File: config.mk
export PLATFORM = sky130hd
export DESIGN_NAME = if_pc_unit
export DESIGN_NICKNAME = d
export VERILOG_FILES = /design/src/rtl/if_pc_unit.sv
export SDC_FILE = /design/constraint.sdc
export NUM_CORES = 1
export LEC_CHECK = 0
export CAP_MARGIN = 20
export CORE_ASPECT_RATIO = 1.5
export CORE_MARGIN = 4
export CORE_UTILIZATION = 34
export CTS_CLUSTER_SIZE = 28
export DETAILED_ROUTE_END_ITERATION = 7
export GPL_TIMING_DRIVEN = 0
export PLACE_DENSITY = 0.83
export SLEW_MARGIN = 5
export SYNTH_ARGS = -nofsm -noshare
export SYNTH_HDL_FRONTEND = slang
export SYNTH_SLANG_ARGS = --single-unit
File: constraint.sdc
create_clock -name clk -period 2.55 [get_ports clk]
set_input_delay 0.765 -clock clk [delete_from_list [all_inputs] [get_ports clk]]
set_output_delay 0.765 -clock clk [all_outputs]
set_load 0.01 [all_outputs]
File: src/rtl/if_pc_unit.sv
// IF-stage fetch PC generator with redirect/stall priority and an optional
// direct-mapped branch target buffer, enabled by defining BTB_PREDICT_EN.
module if_pc_unit #(
   parameter logic [31:0] RESET_PC    = 32'h0000_0000,
   parameter int          BTB_ENTRIES = 16
) (
   input  logic        clk,
   input  logic        rst_n,
   input  logic        stall_f,
   input  logic        id_redirect,
   input  logic [31:0] id_target,
   input  logic        ex_redirect,
   input  logic [31:0] ex_target,
   input  logic        upd_valid,
   input  logic [31:0] upd_pc,
   input  logic [31:0] upd_target,
   input  logic        upd_taken,
   output logic [31:0] pc_f,
   output logic        pred_taken_f,
   output logic [31:0] pred_target_f
);

   logic [31:0] pc_q;
   logic [31:0] pc_next;
   logic        pred_taken;
   logic [31:0] pred_target;
   logic        unused_tgt_lsb;
   logic        unused_upd;

   assign unused_tgt_lsb = ^{ex_target[1:0], id_target[1:0]};

`ifdef BTB_PREDICT_EN
   localparam int IDX_W = $clog2(BTB_ENTRIES);
   localparam int TAG_W = 30 - IDX_W;

   logic [BTB_ENTRIES-1:0] valid_q;
   logic [TAG_W-1:0]       tag_q [BTB_ENTRIES];
   logic [29:0]            tgt_q [BTB_ENTRIES];
   logic [1:0]             ctr_q [BTB_ENTRIES];
   logic [IDX_W-1:0]       rd_idx;
   logic [IDX_W-1:0]       wr_idx;
   logic                   rd_hit;
   logic                   wr_hit;

   assign rd_idx      = pc_q[2 +: IDX_W];
   assign rd_hit      = valid_q[rd_idx] && (tag_q[rd_idx] == pc_q[31:2+IDX_W]);
   assign pred_taken  = rd_hit && ctr_q[rd_idx][1];
   assign pred_target = pred_taken ? {tgt_q[rd_idx], 2'b00} : 32'h0;

   assign wr_idx      = upd_pc[2 +: IDX_W];
   assign wr_hit      = valid_q[wr_idx] && (tag_q[wr_idx] == upd_pc[31:2+IDX_W]);
   assign unused_upd  = ^{upd_pc[1:0], upd_target[1:0]};

   // Only valid bits need reset; stale payload is unreachable while invalid.
   always_ff @(posedge clk or negedge rst_n) begin
      if (!rst_n) begin
         valid_q <= '0;
      end else if (upd_valid && !wr_hit && upd_taken) begin
         valid_q[wr_idx] <= 1'b1;
      end
   end

   always_ff @(posedge clk) begin
      if (upd_valid) begin
         if (wr_hit) begin
            if (upd_taken) begin
               tgt_q[wr_idx] <= upd_target[31:2];
               if (ctr_q[wr_idx] != 2'b11) begin
                  ctr_q[wr_idx] <= ctr_q[wr_idx] + 2'd1;
               end
            end else if (ctr_q[wr_idx] != 2'b00) begin
               ctr_q[wr_idx] <= ctr_q[wr_idx] - 2'd1;
            end
         end else if (upd_taken) begin
            tag_q[wr_idx] <= upd_pc[31:2+IDX_W];
            tgt_q[wr_idx] <= upd_target[31:2];
            ctr_q[wr_idx] <= 2'b10;
         end
      end
   end
`else
   localparam int unused_entries = BTB_ENTRIES;

   assign pred_taken  = 1'b0;
   assign pred_target = 32'h0;
   assign unused_upd  = ^{upd_valid, upd_pc, upd_target, upd_taken};
`endif

   // EX is older than ID, so its correction wins; any redirect beats a stall.
   always_comb begin
      pc_next = pc_q + 32'd4;
      if (ex_redirect) begin
         pc_next = {ex_target[31:2], 2'b00};
      end else if (id_redirect) begin
         pc_next = {id_target[31:2], 2'b00};
      end else if (stall_f) begin
         pc_next = pc_q;
      end else if (pred_taken) begin
         pc_next = pred_target;
      end
   end

   always_ff @(posedge clk or negedge rst_n) begin
      if (!rst_n) begin
         pc_q <= RESET_PC;
      end else begin
         pc_q <= pc_next;
      end
   end

   assign pc_f          = pc_q;
   assign pred_taken_f  = pred_taken;
   assign pred_target_f = pred_target;

endmodule

==> results.cfg, run 1 <==
[cells_and_area]
final_cells = 551
largest_register_ffs = 30
final.fill_count = 707
antenna_cells = 0
drive_gt1_share_pct = 13.30
fin_area_um2 = 3796
fin_util_pct = 52.53
fin_nets = 586
syn_to_final_growth_pct = 51.55

[synth]
synthCells = 316
ys_warn_count = 0
synth_async_sr_flop_share_pct = 100.0
ys_ff_latch = 30
syn_area_um2 = 2505
synth_edf_count = 0
synth-seq-area-share_pct = 29.97
synth_cell_types = 53
avgSynthCellArea_um2 = 7.927
synth_ff_type = dfrtp_1

[sta]
layout_setup_ws_ns = 0.09028
setup_viol = 0
rsz0062_at_grt = yes
setup_tns_ns = 0
drv_slew = 0
min_period_over_period_pct = 96.46
hold_viol = 0
fmax_mhz = 406.6
max_slew_margin_pct = 31.87
finClkSkew_ns = 0.005465
period_needed_ns = 2.460
worst_slew_pin_slew_ns = 1.013

[placed_design]
dp_hpwl_um = 7159
postPlaceCellArea_um2 = 3684
dp_cells = 543
port_buffers = 93
place_congestion = 0.9213
place_ws_ns = -0.5265

[setup_path]
required_ns = 2.70
crit_path_start = ex_redirect
crit-reg2reg-launch = pc_f[15]
rr_worst_depth = 6
cp-end-kind = flip-flop
r2r_slack_ns = 0.20
cp-start-kind = input port
reg2reg_to = pc_f[26]
crit_fanout = 10
critical_path.endpoint = pc_f[21]
cp.arrival_ns = 2.61
crit_type = in2reg

[detailed_routing]
viasPerCell = 5.339
ant_nets = 0
wirelength_um = 9489
drc = 0
vias = 2942
drt_iter0_markers = 363
drt_pre_antenna_iters = 5
wire_per_inst_um = 17.22

[clock_network]
cts_buffer_depth = 2
root_buffer = clkbuf_8
tritoncts = built
numCtsBuffers = 5
ctsHoldBuffers = 0
cts_setup_buffers = 0
htree_levels = 2
cts.sinks = 30
clk_latency_ns = 0.29
clkTransAtPathRegs_ns = 0.07

[run_status]
run_status = finished, final reports clean

[global_route]
antenna_found_initial = 0
first_global_vias = 2882
grt_remaining_overflow = 0
grt_pass1_wl_um = 14600
grt_max_degree = 31
track_usage_pct = 21.06

[die]
die_area_um2 = 8833
num_io_pins = 200
initial_core_util_pct = 34.66
coreArea_um2 = 7227
rows = 38
die_h_um = 113.1
die_w_um = 78.08

[power]
powerDensity_nw_per_um2 = 420.5
leakagePower_nw = 1.601
ir_drop_uv = 175.6

[flow_run]
max-cap-violations = 0

[min_path]
holdCritPathClass = in2async
## layer usage
metal  vias up  share of wire [%]  track usage [%]
li1       1357                  -                -
met1      1331                 37            24.47
met2       214                 49            35.13
met3        40                 10            5.096
met4         0                4.6            11.90
met5         -                  0                0
## per-stage QoR
stage	power [mW]	hold slack [ns]
finish	1.596	0.5339
global placement	1.171	0.5319
CTS	1.592	0.5535
detailed placement	1.179	0.5674
global route	1.677	0.5771
floorplan	0.8821	0.4694
## placed cells by master (no fill, tap or decap), types with 6 or more instances in the layout
master,synthesis,layout
clkbuf_8,0,6
buf_4,35,35
xnor2_1,7,7
xor2_1,6,6
nand2_1,31,31
o21ai_0,13,13
nor2_1,25,25
clkdlybuf4s50_1,0,92
and3_1,9,9
nand3_1,10,10
conb_1,1,35
clkbuf_1,16,14
a21oi_1,28,28
a31oi_1,6,6
nand4_1,12,12
dfrtp_1,30,30
## where the power goes
| part | switching, mW | internal (mW) |
|---|---|---|
| Combinational | 0.267 | 0.311 |
| Sequential | 0.0788 | 0.528 |
| Clock | 0.194 | 0.218 |
## Yosys cell counts, drive strengths merged, types with 3 or more instances
cell type | instances | area, um2
buf | 40 | 284.0
nand2 | 31 | 116.4
dfrtp | 30 | 750.7
a21oi | 28 | 140.1
nor2 | 25 | 93.84
clkbuf | 16 | 60.06
nand4 | 13 | 96.34
o21ai | 13 | 65.06
nand3 | 10 | 50.05
and3 | 9 | 56.30
nor4 | 7 | 65.06
xnor2 | 7 | 61.31
a31oi | 6 | 37.54
xor2 | 6 | 52.55
a211oi | 5 | 37.54
inv | 5 | 18.77
mux2i | 5 | 50.05
a221o | 4 | 40.04
o21a | 4 | 30.03
o31ai | 4 | 30.03
a221oi | 3 | 26.28
a31o | 3 | 26.28
nand3b | 3 | 22.52
nor3 | 3 | 15.01
o211ai | 3 | 22.52
o221ai | 3 | 26.28
## how the worst min path moves through the flow
| stage | startpoint | to | slack [ns] |
|---|---|---|---|
| floorplan | rst_n | pc_f[10] | 0.47 |
| CTS | rst_n | pc_f[30] | 0.55 |
| global route | rst_n | pc_f[25] | 0.58 |
| detailed placement | pc_f[3] | pc_f[3] | 0.57 |
| finish | rst_n | pc_f[30] | 0.53 |
| global placement | pc_f[3] | pc_f[3] | 0.53 |
## cell families after synthesis
| group | after synthesis | share of synthesized area, % |
|---|---|---|
| adders and majority gates | 1 | 0.4994 |
| xor gates and xnor gates | 13 | 4.545 |
| and+or+nand+nor | 114 | 24.48 |
| other | 1 | 0.1497 |
| buffers and inverters | 63 | 14.79 |
| DFF | 30 | 29.97 |
| AOI/OAI and AO/OA | 89 | 23.58 |
| muxes | 5 | 1.998 |
## repair_timing
item	CTS	global route
resized for setup	3	5
hold endpoints to repair	0	0
setup endpoints to repair	15	12
## cell type report
class / count / area, um2 / share of cell area [%]
Tap cell: 100 / 125.1 / 3.296
Clock buffer: 7 / 86.33 / 2.274
Clock inverter: 1 / 5.005 / 0.1318
Sequential cell: 30 / 750.7 / 19.78
Buffer: 56 / 350.3 / 9.229
Inverter: 7 / 26.28 / 0.6922
Multi-Input combinational cell: 257 / 1526 / 40.21
Timing Repair Buffer: 93 / 925.9 / 24.39
## critical path, stage by stage
cell and delay (ns):
clkdlybuf4s50_1 0.57, clkbuf_1 0.42, buf_2 0.35, clkbuf_2 0.32, o221ai_1 0.17
Note: power is estimated with default switching activity, not from simulation.
==> run 2, diff against run 1 <==
Settings changed: SLEW_MARGIN 5 to 20.
==> run 2 against run 1 <==
- worst hold slack lost 0.12 ns
- routed wire length shrank 0.56%
- count of clock-buffer cells in the layout shrank 2
- fmax grew 2.2%
- via count shrank 0.95%
==> results.cfg, run 2 (synthesized netlist as in run 1, its figures left out) <==
[run_status]
run_status = finished, final reports clean

[sta]
period_needed_ns = 2.407
drv_slew = 0
max_slew_margin_pct = 37.58
min_period_over_period_pct = 94.37
finClkSkew_ns = 0.01045
hold_ws_ns = 0.4133
rsz0062_at_grt = no
hold_viol = 0
fmax_mhz = 415.5
worst_slew_pin_slew_ns = 0.9278
setup_viol = 0

[power]
leakagePower_nw = 1.620
power_mw = 1.681
ir_drop_uv = 277.0
powerDensity_nw_per_um2 = 439.5

[flow_run]
max-cap-violations = 0

[clock_network]
htree_levels = 2
tritoncts = built
numCtsBuffers = 5
clk_latency_ns = 0.30
clkTransAtPathRegs_ns = 0.07
cts.sinks = 30
cts_buffer_depth = 2
root_buffer = clkbuf_8

[detailed_routing]
wirelength_um = 9436
drt_pre_antenna_iters = 5
vias = 2914
drt_iter0_markers = 366
ant_nets = 0
wire_per_inst_um = 17.13
drc = 0
viasPerCell = 5.289

[die]
die_w_um = 78.08
coreArea_um2 = 7227
initial_core_util_pct = 34.66
die_area_um2 = 8833
die_h_um = 113.1
num_io_pins = 200
rows = 38

[global_route]
grt_pass1_wl_um = 14500
grt_remaining_overflow = 0
track_usage_pct = 21.08
grt_max_degree = 31
antenna_found_initial = 0
first_global_vias = 2865

[setup_path]
crit_fanout = 11
cp.arrival_ns = 2.55
cp-end-kind = flip-flop
required_ns = 2.69
crit_type = in2reg
reg2reg_to = pc_f[26]
crit-reg2reg-launch = pc_f[15]
cp-start-kind = input port
r2r_slack_ns = 0.19
rr_worst_depth = 6

[cells_and_area]
drive_gt1_share_pct = 13.75
final-seq-area_um2 = 750.7
final_common_cell = clkdlybuf4s50_1
fin_util_pct = 52.93
antenna_cells = 0
fin_nets = 586
final.fill_count = 724
multi_input_area_um2 = 1520
final_cell_mix = clkdlybuf4s50_1 (92), buf_4 (35), conb_1 (35)
largest_register_ffs = 30
syn_to_final_growth_pct = 52.70

[placed_design]
port_buffers = 93
place_congestion = 0.9213
dp_hpwl_um = 7152

[min_path]
holdCritPathClass = in2async
-- run 2: cell types whose count changed in the layout (fill, tap and decap cells not counted) --
cell,delta
clkinv_2,+1
clkbuf_1,-3
bufinv_16,+1
buf_12,+1
a221oi_2,-1
clkbuf_8,-1
a221oi_1,+1
clkbuf_2,+1
-- run 2: critical path, stage by stage --
cell and delay, ns:
clkdlybuf4s50_1 0.50, clkbuf_2 0.25, clkbuf_2 0.32, nand2_1 0.37, o22ai_1 0.29, a31oi_1 0.06
-- run 2: how the worst max path moves through the flow --
stage	start	endpoint	slack [ns]	cells after the start
after global routing	pc_f[15]	pc_f[26]	0.03	6
after global placement	ex_redirect	pc_f[21]	-0.57	5
after detailed placement	ex_redirect	pc_f[21]	-0.58	5
after CTS	stall_f	pc_f[22]	0.03	7
after floorplan	pc_f[5]	pc_f[25]	0.47	7
final	stall_f	pc_f[22]	0.14	6
-- run 2: layout make-up --
| cell class | count | area share (%) |
|---|---|---|
| multi-input combinational | 257 | 39.74 |
| inverter | 7 | 0.6869 |
| timing repair buffer | 94 | 24.73 |
| clock buffer | 5 | 1.799 |
| buffer | 55 | 9.094 |
| clock inverter | 3 | 1.047 |
| tap | 100 | 3.271 |
| sequential | 30 | 19.63 |
-- run 2: metrics by stage --
step	cells	cell area (um2)	setup TNS, ns	setup slack [ns]
after detailed placement	544	3704	-8.913	-0.5835
final	551	3825	0	0.1435
after global placement	543	3689	-8.427	-0.5674
after CTS	552	3816	0	0.02644
after global routing	551	3825	0	0.03410
after floorplan	350	2633	0	0.4699
-- run 2: power breakdown --
group          switching [mW]  total, mW  leakage, nW  internal (mW)
Clock                   0.208      0.495       0.0579          0.288
Combinational           0.266      0.580         1.20          0.314
Sequential             0.0782      0.606        0.357          0.528
Total                   0.552       1.68         1.62           1.13
-- run 2: per-layer routing --
metal	track usage, %	up-vias	routed length, um
li1	-	1362	-
met1	23.64	1300	3421
met5	0	-	0
met3	5.334	30	979
met2	35.53	222	4618
met4	12.84	0	416
-- run 2: what timing repair did --
| action | in CTS | in global routing |
|---|---|---|
| resized for setup | 3 | 6 |
| endpoints found under the setup margin | 15 | 15 |
| hold buffers | 0 | 0 |
| buffers inserted | 0 | 0 |
